`src/rtl/f36m_mult_if.sv`:
```
// Operand/result bus of the GF(3^6M) multiply unit: start/ready/done handshake
// plus the two operands, the mode select and the result register.
interface f36m_mult_if #(
  parameter int M = 3
);
  localparam int W = 12 * M;

  logic         start;
  logic [1:0]   mode;
  logic [W-1:0] a;
  logic [W-1:0] b;
  logic         ready;
  logic [W-1:0] c;
  logic         done;

  modport master (output start, mode, a, b, input ready, c, done);
  modport slave  (input start, mode, a, b, output ready, c, done);
endinterface

```
`src/rtl/f36m_mult_p.sv`:
```
// GF(3^6M) multiplier: six-product Karatsuba over GF(3^2M), NMUL parallel
// digit-serial GF(3^2M) multipliers time-shared across 6/NMUL rounds.

// GF(3^2M) = GF(3^M)[i]/(i^2+1), GF(3^M) = GF(3)[x]/(x^M-x-1); trits coded 00/01/10.
// Three MSB-first digit-serial GF(3^M) products; done is a level after M digits.
module f32m_mult #(
  parameter int M = 3
) (
  input  logic           clk,
  input  logic           reset,
  input  logic [4*M-1:0] a,
  input  logic [4*M-1:0] b,
  output logic [4*M-1:0] c,
  output logic           done
);
  localparam int FW = 2 * M;
  localparam int CW = $clog2(M + 1);

  function automatic logic [1:0] trit_add(input logic [1:0] x, input logic [1:0] y);
    logic [2:0] s;
    s = {1'b0, x} + {1'b0, y};
    return (s >= 3'd3) ? 2'(s - 3'd3) : s[1:0];
  endfunction

  function automatic logic [1:0] trit_mul(input logic [1:0] x, input logic [1:0] y);
    if (x == 2'd0 || y == 2'd0) return 2'd0;
    return (x == y) ? 2'd1 : 2'd2;
  endfunction

  function automatic logic [FW-1:0] fq_add(input logic [FW-1:0] x, input logic [FW-1:0] y);
    logic [FW-1:0] r;
    for (int i = 0; i < M; i++) r[2*i +: 2] = trit_add(x[2*i +: 2], y[2*i +: 2]);
    return r;
  endfunction

  function automatic logic [FW-1:0] fq_neg(input logic [FW-1:0] x);
    logic [FW-1:0] r;
    for (int i = 0; i < M; i++) r[2*i +: 2] = {x[2*i], x[2*i+1]};
    return r;
  endfunction

  // acc*x + d*y, folding the trit shifted out through x^M = x + 1
  function automatic logic [FW-1:0] fq_step(input logic [FW-1:0] acc, input logic [FW-1:0] y,
                                            input logic [1:0] d);
    logic [FW-1:0] r;
    logic [1:0]    top;
    top    = acc[FW-1 -: 2];
    r      = {acc[FW-3:0], top};
    r[3:2] = trit_add(r[3:2], top);
    for (int i = 0; i < M; i++) r[2*i +: 2] = trit_add(r[2*i +: 2], trit_mul(y[2*i +: 2], d));
    return r;
  endfunction

  logic [FW-1:0] ma [3];
  logic [FW-1:0] mb [3];
  logic [FW-1:0] acc [3];
  logic [1:0]    dig [3];
  logic [CW-1:0] cnt;

  always_comb begin
    int sh;
    ma[0] = a[FW-1:0];
    mb[0] = b[FW-1:0];
    ma[1] = a[2*FW-1:FW];
    mb[1] = b[2*FW-1:FW];
    ma[2] = fq_add(a[FW-1:0], a[2*FW-1:FW]);
    mb[2] = fq_add(b[FW-1:0], b[2*FW-1:FW]);
    sh = (cnt < CW'(M)) ? 2 * (M - 1 - int'(cnt)) : 0;
    for (int k = 0; k < 3; k++) dig[k] = 2'(mb[k] >> sh);
  end

  assign done = (cnt == CW'(M));

  always_ff @(posedge clk) begin
    if (reset) begin
      cnt <= '0;
      for (int k = 0; k < 3; k++) acc[k] <= '0;
    end else if (!done) begin
      cnt <= cnt + CW'(1);
      for (int k = 0; k < 3; k++) acc[k] <= fq_step(acc[k], ma[k], dig[k]);
    end
  end

  assign c[FW-1:0]    = fq_add(acc[0], fq_neg(acc[1]));
  assign c[2*FW-1:FW] = fq_add(acc[2], fq_neg(fq_add(acc[0], acc[1])));
endmodule

module f36m_mult_p #(
  parameter int M    = 3,
  parameter int NMUL = 1
) (
  input logic        clk,
  input logic        reset,
  f36m_mult_if.slave bus
);
  localparam int R  = 6 / NMUL;
  localparam int LW = 4 * M;
  localparam int TW = 2 * M;

  if (!(NMUL == 1 || NMUL == 2 || NMUL == 3 || NMUL == 6)) begin : g_bad_nmul
    $error("f36m_mult_p: NMUL must be 1, 2, 3 or 6");
  end

  function automatic logic [1:0] trit_add(input logic [1:0] x, input logic [1:0] y);
    logic [2:0] s;
    s = {1'b0, x} + {1'b0, y};
    return (s >= 3'd3) ? 2'(s - 3'd3) : s[1:0];
  endfunction

  function automatic logic [LW-1:0] f32m_add(input logic [LW-1:0] x, input logic [LW-1:0] y);
    logic [LW-1:0] r;
    for (int i = 0; i < TW; i++) r[2*i +: 2] = trit_add(x[2*i +: 2], y[2*i +: 2]);
    return r;
  endfunction

  function automatic logic [LW-1:0] f32m_neg(input logic [LW-1:0] x);
    logic [LW-1:0] r;
    for (int i = 0; i < TW; i++) r[2*i +: 2] = {x[2*i], x[2*i+1]};
    return r;
  endfunction

  function automatic logic [LW-1:0] f32m_add3(input logic [LW-1:0] x, input logic [LW-1:0] y,
                                              input logic [LW-1:0] z);
    return f32m_add(f32m_add(x, y), z);
  endfunction

  function automatic logic [LW-1:0] f32m_add4(input logic [LW-1:0] w, input logic [LW-1:0] x,
                                              input logic [LW-1:0] y, input logic [LW-1:0] z);
    return f32m_add(f32m_add(w, x), f32m_add(y, z));
  endfunction

  typedef enum logic [1:0] {S_IDLE, S_RST, S_WAIT, S_COMB} state_t;
  state_t state_q, state_d;

  logic [LW-1:0]   a_q [3];
  logic [LW-1:0]   b_q [3];
  logic [LW-1:0]   x_q [6];
  logic [LW-1:0]   op_a [6];
  logic [LW-1:0]   op_b [6];
  logic [LW-1:0]   mul_a [NMUL];
  logic [LW-1:0]   mul_b [NMUL];
  logic [LW-1:0]   mul_c [NMUL];
  logic [2:0]      slot [NMUL];
  logic [NMUL-1:0] mul_done;
  logic [2:0]      r_q;
  logic            mac_q, accept, all_done, sub_rst, last_round, done_q;
  logic [LW-1:0]   d1, d2, d3, p0, p1, p2;
  logic [3*LW-1:0] c_q;

  assign accept     = (state_q == S_IDLE) && bus.start && !reset;
  assign all_done   = &mul_done;
  assign last_round = (r_q == 3'(R - 1));
  assign sub_rst    = reset || (state_q != S_WAIT);

  always_comb begin
    op_a[0] = a_q[2];                     op_b[0] = b_q[2];
    op_a[1] = f32m_add(a_q[2], a_q[1]);   op_b[1] = f32m_add(b_q[2], b_q[1]);
    op_a[2] = a_q[1];                     op_b[2] = b_q[1];
    op_a[3] = f32m_add(a_q[2], a_q[0]);   op_b[3] = f32m_add(b_q[2], b_q[0]);
    op_a[4] = f32m_add(a_q[1], a_q[0]);   op_b[4] = f32m_add(b_q[1], b_q[0]);
    op_a[5] = a_q[0];                     op_b[5] = b_q[0];
    for (int j = 0; j < NMUL; j++) begin
      slot[j]  = r_q * 3'(NMUL) + 3'(j);
      mul_a[j] = op_a[slot[j]];
      mul_b[j] = op_b[slot[j]];
    end
  end

  for (genvar j = 0; j < NMUL; j++) begin : g_mul
    f32m_mult #(.M(M)) u_mul (
      .clk   (clk),
      .reset (sub_rst),
      .a     (mul_a[j]),
      .b     (mul_b[j]),
      .c     (mul_c[j]),
      .done  (mul_done[j])
    );
  end

  always_comb begin
    d3 = f32m_add3(x_q[1], f32m_neg(x_q[0]), f32m_neg(x_q[2]));
    d1 = f32m_add3(x_q[4], f32m_neg(x_q[2]), f32m_neg(x_q[5]));
    d2 = f32m_add4(x_q[3], x_q[2], f32m_neg(x_q[0]), f32m_neg(x_q[5]));
    p0 = f32m_add(x_q[5], d3);
    p1 = f32m_add3(d1, d3, x_q[0]);
    p2 = f32m_add(d2, x_q[0]);
  end

  always_comb begin
    state_d = state_q;
    unique case (state_q)
      S_IDLE:  if (bus.start) state_d = S_RST;
      S_RST:   state_d = S_WAIT;
      S_WAIT:  if (all_done) state_d = last_round ? S_COMB : S_RST;
      S_COMB:  state_d = S_IDLE;
      default: state_d = S_IDLE;
    endcase
  end

  always_ff @(posedge clk) begin
    if (reset) begin
      state_q <= S_IDLE;
      r_q     <= '0;
    end else begin
      state_q <= state_d;
      if (accept) r_q <= '0;
      else if (state_q == S_WAIT && all_done && !last_round) r_q <= r_q + 3'd1;
    end
  end

  // Operand latches and product slots carry no reset: every slot is rewritten before COMB.
  always_ff @(posedge clk) begin
    if (accept) begin
      for (int i = 0; i < 3; i++) begin
        a_q[i] <= bus.a[i*LW +: LW];
        b_q[i] <= (bus.mode == 2'b01) ? bus.a[i*LW +: LW] : bus.b[i*LW +: LW];
      end
      mac_q <= (bus.mode == 2'b10);
    end
    if (state_q == S_WAIT && all_done)
      for (int j = 0; j < NMUL; j++) x_q[slot[j]] <= mul_c[j];
  end

  always_ff @(posedge clk) begin
    if (reset) begin
      c_q    <= '0;
      done_q <= 1'b0;
    end else begin
      done_q <= (state_q == S_COMB);
      if (state_q == S_COMB)
        c_q <= mac_q ? {f32m_add(p2, c_q[2*LW +: LW]), f32m_add(p1, c_q[LW +: LW]),
                        f32m_add(p0, c_q[0 +: LW])}
                     : {p2, p1, p0};
    end
  end

  assign bus.ready = (state_q == S_IDLE);
  assign bus.done  = done_q;
  assign bus.c     = c_q;
endmodule

```
`src/flat_wrapper.sv`:
```
// flat-port wrapper written by rule: the top's interface ports become plain ports
module f36m_mult_p_flat 
#(
  parameter int M    = 3,
  parameter int NMUL = 1
)
  (clk, reset, bus_start, bus_mode, bus_a, bus_b, bus_ready, bus_c, bus_done);
  f36m_mult_if #(.M(M)) bus_i ();
  input logic clk;
  input logic reset;
  input wire logic [$bits(bus_i.start)-1:0] bus_start;
  input wire logic [$bits(bus_i.mode)-1:0] bus_mode;
  input wire logic [$bits(bus_i.a)-1:0] bus_a;
  input wire logic [$bits(bus_i.b)-1:0] bus_b;
  output wire logic [$bits(bus_i.ready)-1:0] bus_ready;
  output wire logic [$bits(bus_i.c)-1:0] bus_c;
  output wire logic [$bits(bus_i.done)-1:0] bus_done;
  assign bus_i.start = bus_start;
  assign bus_i.mode = bus_mode;
  assign bus_i.a = bus_a;
  assign bus_i.b = bus_b;
  assign bus_ready = bus_i.ready;
  assign bus_c = bus_i.c;
  assign bus_done = bus_i.done;
  f36m_mult_p #(.M(M), .NMUL(NMUL)) u_core (.clk(clk), .reset(reset), .bus(bus_i));
endmodule
```
`config.mk`:
```
export PLATFORM = sky130hd
export DESIGN_NAME = f36m_mult_p_flat
export DESIGN_NICKNAME = d
export VERILOG_FILES = /design/src/rtl/f36m_mult_if.sv /design/src/rtl/f36m_mult_p.sv /design/src/flat_wrapper.sv
export SDC_FILE = /design/constraint.sdc
export NUM_CORES = 1
export LEC_CHECK = 0
export ABC_AREA = 0
export CAP_MARGIN = 20
export CORE_UTILIZATION = 40
export CTS_BUF_LIST = sky130_fd_sc_hd__clkbuf_16
export DETAILED_ROUTE_END_ITERATION = 7
export MAX_ROUTING_LAYER = met4
export PLACE_DENSITY = 0.57
export SYNTH_ARGS = -nofsm -noshare
export SYNTH_HDL_FRONTEND = slang
export SYNTH_SLANG_ARGS = --single-unit
```
`constraint.sdc`:
```
create_clock -name clk -period 11.06 [get_ports clk]
set_clock_uncertainty 0.1 [all_clocks]
set_input_delay 1.659 -clock clk [delete_from_list [all_inputs] [get_ports clk]]
set_output_delay 1.659 -clock clk [all_outputs]
set_load 0.005 [all_outputs]
```
==> results of run 1 <==
==> cell usage in the layout, fill, tap and decap left out, types with 15 or more instances in the layout <==
master / instances
dfxtp_1: 42
ha_1: 299
nor2_1: 110
o32ai_1: 31
o211ai_1: 68
o21ai_0: 110
clkbuf_16: 27
nor2b_1: 69
nand2b_1: 15
edfxtp_1: 163
mux2i_1: 20
clkdlybuf4s50_1: 114
inv_1: 341
mux2_2: 42
nand3b_1: 84
a211oi_1: 35
nor3_1: 55
nand3_1: 46
a21oi_1: 152
nand2_1: 71
fa_1: 147
o21a_1: 25
nor3b_1: 49
==> registers in the layout, indices dropped and copies added, names as in the netlist, 2 cells and up <==
name / count
u_core.x_q: 72
u_core.a_q: 36
u_core.b_q: 36
u_core.bus.c: 36
u_core.g_mul.u_mul.acc: 18
u_core.r_q: 3
u_core.g_mul.u_mul.cnt: 2
u_core.state_q: 2
==> cells by family after synthesis <==
group,Yosys count
AO/OA/AOI/OAI,515
XOR/XNOR,14
adder cells (fa/ha/maj),446
buffers and inverters,394
flip-flops,207
multiplexers,63
AND/OR/NAND/NOR,555
==> worst max-delay path: cells and delay by family (launching register included) <==
| family | cells | cell delay [ns] |
|---|---|---|
| flip-flops | 1 | 0.47 |
| AO/OA/AOI/OAI | 8 | 1.13 |
| adder cells (fa/ha/maj) | 15 | 4.52 |
| buffers and inverters | 6 | 0.31 |
| AND/OR/NAND/NOR | 8 | 1.16 |
==> worst max path at each step <==
stage	from	to	slack, ns	depth (start not counted)
after CTS	u_core.x_q[0][1]	u_core.bus.c[13]	3.29	37
after global placement	u_core.x_q[0][3]	u_core.bus.c[15]	3.68	37
final	u_core.x_q[0][1]	u_core.bus.c[13]	3.29	37
after detailed placement	u_core.x_q[0][7]	u_core.bus.c[19]	3.30	37
after floorplan	u_core.x_q[0][9]	u_core.bus.c[21]	3.97	37
after global routing	u_core.x_q[0][9]	u_core.bus.c[21]	2.60	37
==> report_power, final <==
part / internal [W] / leakage (nW) / switching (W) / total (W)
clock network: 0.000566 / 0.467 / 0.000374 / 0.000940
logic: 0.000200 / 7.46 / 0.000241 / 0.000440
registers: 0.000863 / 1.92 / 0.0000149 / 0.000877
==> layout make-up <==
| cell class | count | area share |
|---|---|---|
| multi-input combinational | 1593 | 0.582 |
| sequential | 207 | 0.239 |
| inverter | 341 | 0.0531 |
| timing repair buffer | 127 | 0.0513 |
| tap | 688 | 0.0356 |
| clock buffer | 27 | 0.0280 |
| clock inverter | 23 | 0.0110 |
==> routing by layer <==
| metal | share of wire | wire [microns] | up-vias |
|---|---|---|---|
| met2 | 0.50 | 24200 | 283 |
| met5 | 0 | 0 | - |
| met1 | 0.45 | 21900 | 7870 |
| li1 | - | - | 8118 |
| met4 | 0.025 | 1230 | 0 |
| met3 | 0.033 | 1590 | 60 |
==> through the flow <==
| step | std cells | hold WS [ns] |
|---|---|---|
| 2_1_floorplan | 2194 | 0.369 |
| 5_1_grt | 3006 | 0.404 |
| 3_5_place_dp | 2956 | 0.372 |
| 6_report | 3006 | 0.376 |
| 4_1_cts | 3006 | 0.381 |
| 3_3_place_gp | 2956 | 0.370 |
==> results.cfg, run 1 <==
[global_route]
grt_pass1_wl_mm = 80.9
grt_max_degree = 74
grt_overflow = 0
antenna_found_initial = 0
busiest_layer = met2
grt_use_met1 = 0.225
gr-usage-met3 = 0.0186
grt_pass1_vias = 16385
track_usage = 0.189
gr-usage-met2 = 0.339

[cts]
clk_latency_ns = 0.58
cts_root_buf = clkbuf_16
clk_pin_slew_ns = 0.06
cts_max_path_buffers = 3
ctsHoldBuffers = 0
cts_tree = yes
cts_buffers = 27
cts.sinks = 207
cts_resized = 0
postCtsSetupBuffers = 0
htreeDepth = 1

[floorplan]
dieArea_sq_mm = 0.0543
start_util = 0.406
dieWidth_microns = 233
die_y_microns = 233
rows = 84
core-area_sq_mm = 0.0527
pin_count = 115

[setup_path]
reg2reg_depth = 37
worst-path-max-fanout = 4
startpoint_type = flop
worstPathRequired_ns = 11.46
cp.arrival_ns = 8.17
cpMostUsedCell = ha_1
r2r-start = u_core.x_q[0][1]
r2r_slack_ns = 3.29
cpPeakStageDelay_ns = 0.52
path_class = flop to flop
reg2reg_to = u_core.bus.c[13]
cp-end-kind = flop
slowest_stage = fa_1

[drt]
vias = 16331
drc = 0
ant_nets = 0
wl_per_cell_microns = 16.3
first_pass_iters = 5
wirelength_mm = 48.9
drt-vias-per-instance = 5.43
drt-initial-drc-count = 875

[cells_and_area]
area_growth_pct = 13.2
fin_util = 0.459
fillers = 4882
nets = 2820
drive_gt1_frac = 0.0535
final_cell_area_sq_mm = 0.0242
multiInputGateArea_sq_mm = 0.0141
seqCellArea_sq_mm = 0.00578
insertedDiodeCount = 0

[synthesis]
synth-edff-count = 163
synth-seq-area-share = 0.270
postSynthCellCount = 2194
synthTopCellsByArea = edfxtp_1, ha_1, fa_1
post-synth-top-area-cell = edfxtp_1
yosys-mux-area-fraction = 0.0320
postSynthAreaPerCell_sq_um = 9.73
ys_top_cells_by_count = inv_1, ha_1, edfxtp_1, a21oi_1, fa_1
syn-num-nets = 2717
yosys.area_share.simple = 0.147
synth_top_family_by_area = adder cells
synth_adder_area_share = 0.313
syn_area_sq_mm = 0.0214
synth_xor_area_frac = 0.00574
synth.top_cell.area_share = 0.229
synth.distinct_cells = 78
ys_seq_elements = 207
yosys_warnings = 0
synth_most_common_cell = inv_1
yosys_most_used_dff = edfxtp_1
async_flop_share = 0
synth_compound_area_frac = 0.159

[power_and_ir_drop]
p_leak_nw = 9.85
finalPower_w = 0.00226
peakVddDrop_v = 0.000101
p_per_area_mw_per_mm2 = 93.4

[place]
dp_worst_setup_slack_ns = 3.30
gp_congestion = 0.864
placedInstanceArea_sq_mm = 0.0232
io_buffers = 114
place_hpwl_mm = 38.2

[outcome]
status = completed

[sta]
rsz0062_at_grt = false
setup-tns-final_ns = 0
slew_headroom = 0.328
setup_ws_ns = 3.29
finalHoldViolCount = 0
min_period_over_period = 0.703
setup_viol = 0
worst_pin_slew_ns = 1.01
maxSlewViolCount = 0
timing.fmax_mhz = 129
period_needed_ns = 7.77

[hold_path]
min_to = u_core.bus.c[6]
min_path_type = flop to flop
min-delay-start = u_core.bus.c[6]
min_delay_path_depth = 2

[job]
drv_cap = 0
Note: power is estimated with default switching activity, not from simulation.
==> inputs of run 2 (changes only) <==
- clock period: 11.06 -> 7.69 ns (I/O delays scaled with it)
==> run 2 against run 1 <==
Effect of this change: via count grew 2.7%; non-clock buffer count grew 60; wire length grew 4.3%; critical path type unchanged; critical path depth grew 1; fmax grew 4.4%.
==> results.cfg, run 2 (synthesis gave the netlist of run 1 again) <==
[outcome]
status = completed

[setup_path]
r2r_slack_ns = 0.24
path_class = flop to flop
cp.arrival_ns = 7.78
worstPathRequired_ns = 8.03
reg2reg_depth = 38
cpPeakStageDelay_ns = 0.60
r2r-start = u_core.x_q[0][7]
worst-path-max-fanout = 4
startpoint_type = flop
reg2reg_to = u_core.bus.c[19]
cpMostUsedCell = ha_2
cp-end-kind = flop
slowest_stage = fa_2

[sta]
finalHoldViolCount = 0
timing.fmax_mhz = 134
setup_viol = 0
slew_headroom = 0.307
worst_pin_slew_ns = 1.04
period_needed_ns = 7.45
rsz0062_at_grt = true
holdWs_ns = 0.378
maxSlewViolCount = 0
setup-tns-final_ns = 0
min_period_over_period = 0.968

[hold_path]
min_path_type = flop to flop
min_delay_path_depth = 2
min-delay-start = u_core.bus.c[24]
min_to = u_core.bus.c[24]

[cells_and_area]
fin_util = 0.478
seqCellArea_sq_mm = 0.00578
largest_reg_flops = 72
final_common_cell = inv_1
final_cell_area_sq_mm = 0.0252
area_growth_pct = 18.0
insertedDiodeCount = 0
multiInputGateArea_sq_mm = 0.0146
layout_common_cells = inv_1, ha_1, edfxtp_1
fillers = 4864
nets = 2880
drive_gt1_frac = 0.135
instances_no_fill = 3066

[drt]
wirelength_mm = 51.0
drt-vias-per-instance = 5.47
vias = 16766
drc = 0
ant_nets = 0
drt-initial-drc-count = 700
first_pass_iters = 5
wl_per_cell_microns = 16.6

[cts]
clk_pin_slew_ns = 0.06
cts_root_buf = clkbuf_16
htreeDepth = 1
cts_buffers = 27
clk_latency_ns = 0.57
cts_max_path_buffers = 3
cts_tree = yes
ctsHoldBuffers = 0
cts.sinks = 207

[global_route]
track_usage = 0.193
gr-usage-met3 = 0.0225
antenna_found_initial = 0
gr-usage-met2 = 0.343
grt_use_met1 = 0.226
grt_pass1_vias = 17017
grt_max_degree = 72
busiest_layer = met2
grt_overflow = 0
grt_pass1_wl_mm = 82.6

[floorplan]
core-area_sq_mm = 0.0527
pin_count = 115
die_y_microns = 233
dieArea_sq_mm = 0.0543
start_util = 0.406
rows = 84
dieWidth_microns = 233

[power_and_ir_drop]
p_seq_frac = 0.390
swShare = 0.278
p_per_area_mw_per_mm2 = 129
peakVddDrop_v = 0.000160
p_leak_nw = 10.2
clock_power_share = 0.413
combPwrFrac = 0.198
p_sw_w = 0.000900
internal_power_w = 0.00234

[place]
io_buffers = 114
placedInstanceArea_sq_mm = 0.0233
place_hpwl_mm = 39.1
placed_cells = 2960
gp_congestion = 0.845

[job]
drv_cap = 0
[run 2: how the worst max path moves through the flow]
| stage | from | to | slack (ns) | depth (start not counted) |
|---|---|---|---|---|
| final | u_core.x_q[0][7] | u_core.bus.c[19] | 0.24 | 38 |
| after global routing | u_core.x_q[0][9] | u_core.bus.c[20] | -0.17 | 38 |
| after CTS | u_core.x_q[0][1] | u_core.bus.c[13] | 0.008 | 37 |
| after detailed placement | u_core.x_q[0][1] | u_core.bus.c[13] | -0.15 | 36 |
| after global placement | u_core.x_q[0][1] | u_core.bus.c[13] | 0.33 | 36 |
| after floorplan | u_core.x_q[0][9] | u_core.bus.c[21] | 0.60 | 37 |
[run 2: stage by stage]
step	setup WS, ns	power [W]
after floorplan	0.601	0.00174
after global placement	0.333	0.00188
after detailed placement	-0.155	0.00192
after CTS	0.00799	0.00328
after global routing	-0.173	0.00341
final	0.244	0.00324
[run 2: what timing repair did]
| action | in CTS | in global routing |
|---|---|---|
| setup buffers | 1 | 55 |
| resized for setup | 9 | 174 |
| endpoints found under the setup margin | 5 | 12 |
| pin swaps | 0 | 79 |
[run 2: per-layer routing]
metal	part of all wire	vias up
met5	0	-
met4	0.033	0
met3	0.034	103
met2	0.50	282
met1	0.43	8137
li1	-	8244
[run 2: power by group through the flow]
| stage | Combinational (W) | Clock [W] | Sequential, W |
|---|---|---|---|
| global route | 0.000728 | 0.00141 | 0.00127 |
| CTS | 0.000638 | 0.00138 | 0.00126 |
| floorplan | 0.000460 | 0 | 0.00128 |
| finish | 0.000640 | 0.00134 | 0.00126 |
| global placement | 0.000597 | 0 | 0.00129 |
| detailed placement | 0.000633 | 0 | 0.00129 |
[run 2: area by class of cell]
cell class / instances / area share
clock inverter: 23 / 0.0102
tap: 688 / 0.0342
timing repair buffer: 187 / 0.0673
sequential: 207 / 0.229
inverter: 341 / 0.0509
multi-input combinational: 1593 / 0.581
clock buffer: 27 / 0.0268
[run 2: worst max-delay path, delay by kind of cell, from the launching register on]
kind | cells | cell delay [ns]
adders and majority gates | 15 | 4.46
and+or+nand+nor | 9 | 1.20
AOI/OAI and AO/OA | 7 | 0.75
DFF | 1 | 0.40
buffers and inverters | 7 | 0.38
==> variant, RTL diff (config.mk and constraints of run 2) <==
The 4 states of `state_t` get a one-hot encoding in 4 bits.
--- a/src/rtl/f36m_mult_p.sv
+++ b/src/rtl/f36m_mult_p.sv
@@ -131,3 +131,3 @@
 
-  typedef enum logic [1:0] {S_IDLE, S_RST, S_WAIT, S_COMB} state_t;
+  typedef enum logic [3:0] {S_IDLE = 4'b0001, S_RST = 4'b0010, S_WAIT = 4'b0100, S_COMB = 4'b1000} state_t;
   state_t state_q, state_d;
Behaviour: no difference found for any inputs over 10 cycles, from zero or initial values and one cycle with reset high; not proved beyond that.
==> variant against run 2 <==
Total power down 7.7%; sequential cell count up 2; cell area is 0.30% lower; worst setup slack got worse by 0.014 ns; highest routed layer unchanged; area after synthesis barely moved; critical path type unchanged; non-clock buffer count decreased by 3; wire length shrank 2.3%; synthesized cell count decreased by 0.23%; global-route usage down 0.71 points; first-iteration DRC count fell by 15%.
==> variant: results <==
[synth]
yosysSeqAreaShare_pct = 27.2
synth_xor_xnor_area_share_pct = 0.533
post_synth.cell_area_avg_um2 = 9.76
synth.top_cells.by_count = "sky130_fd_sc_hd__inv_1 (339), sky130_fd_sc_hd__ha_1 (299), sky130_fd_sc_hd__edfxtp_1 (163)"
syn-num-nets = 2712
yosys.cell_types.count = 75
synthAdderAreaFrac_pct = 31.3
synth_compound_area_share_pct = 15.8

[route]
detail_route.vias_per_cell = 5.45
route.detailed.wl_per_inst_um = 16.3

[sta]
final.hold.worst_slack_ns = 0.378
achievable_clock_frequency_mhz = 134
max_slew_margin_pct = 28.3

[power]
vdd_drop_max_mv = 0.147
report.power.total_uw = 2990
comb_cell_power_uw = 518
swShare_pct = 27.2
power.leakage_uw = 0.0101

[global_routing]
grt_pass1_vias = 16700

[worst_setup_path]
regToRegEndpoint = "u_core.bus.c[18]$_SDFFE_PP0P_"
ff2ff_path_depth = 37

[place]
gpl.final_weighted_congestion = 0.846
dpl-instance-area_um2 = 23300
dp_hpwl_um = 38800

[layout]
n_all_buffers = 184
fin_cells = 3064
drive_gt1_share_pct = 13.4
nonClockInverterCount = 340
nFlopsAndLatches = 209
multi_input_area_share_pct = 58.3
filler_cell_count = 4897

[clocking]
cts_setup_buffers = 0

[run_status]
outcome = "finished, final reports clean"

[hold_path]
timing.hold.worst_endpoint = "u_core.bus.c[30]$_SDFFE_PP0P_"
## variant: changes by cell type after synthesis, moves of 6 or more
| cell | run 2 | this run |
|---|---|---|
| sky130_fd_sc_hd__o21a_1 | 25 | 19 |
| sky130_fd_sc_hd__nor2_1 | 111 | 118 |
| sky130_fd_sc_hd__nor2b_1 | 70 | 78 |
| sky130_fd_sc_hd__nand3_1 | 46 | 38 |
| sky130_fd_sc_hd__a21oi_1 | 152 | 141 |
| sky130_fd_sc_hd__a211o_1 | 13 | 4 |
| sky130_fd_sc_hd__o22ai_1 | 7 | 17 |
## variant: per-layer routing
layer | track usage (%) | wire [um] | up-vias
met5 | - | 0 | -
met4 | 4.66 | 1240 | 0
met3 | 2.06 | 1410 | 81
met2 | 33.3 | 25700 | 248
met1 | 22.0 | 21500 | 8100
li1 | - | - | 8261
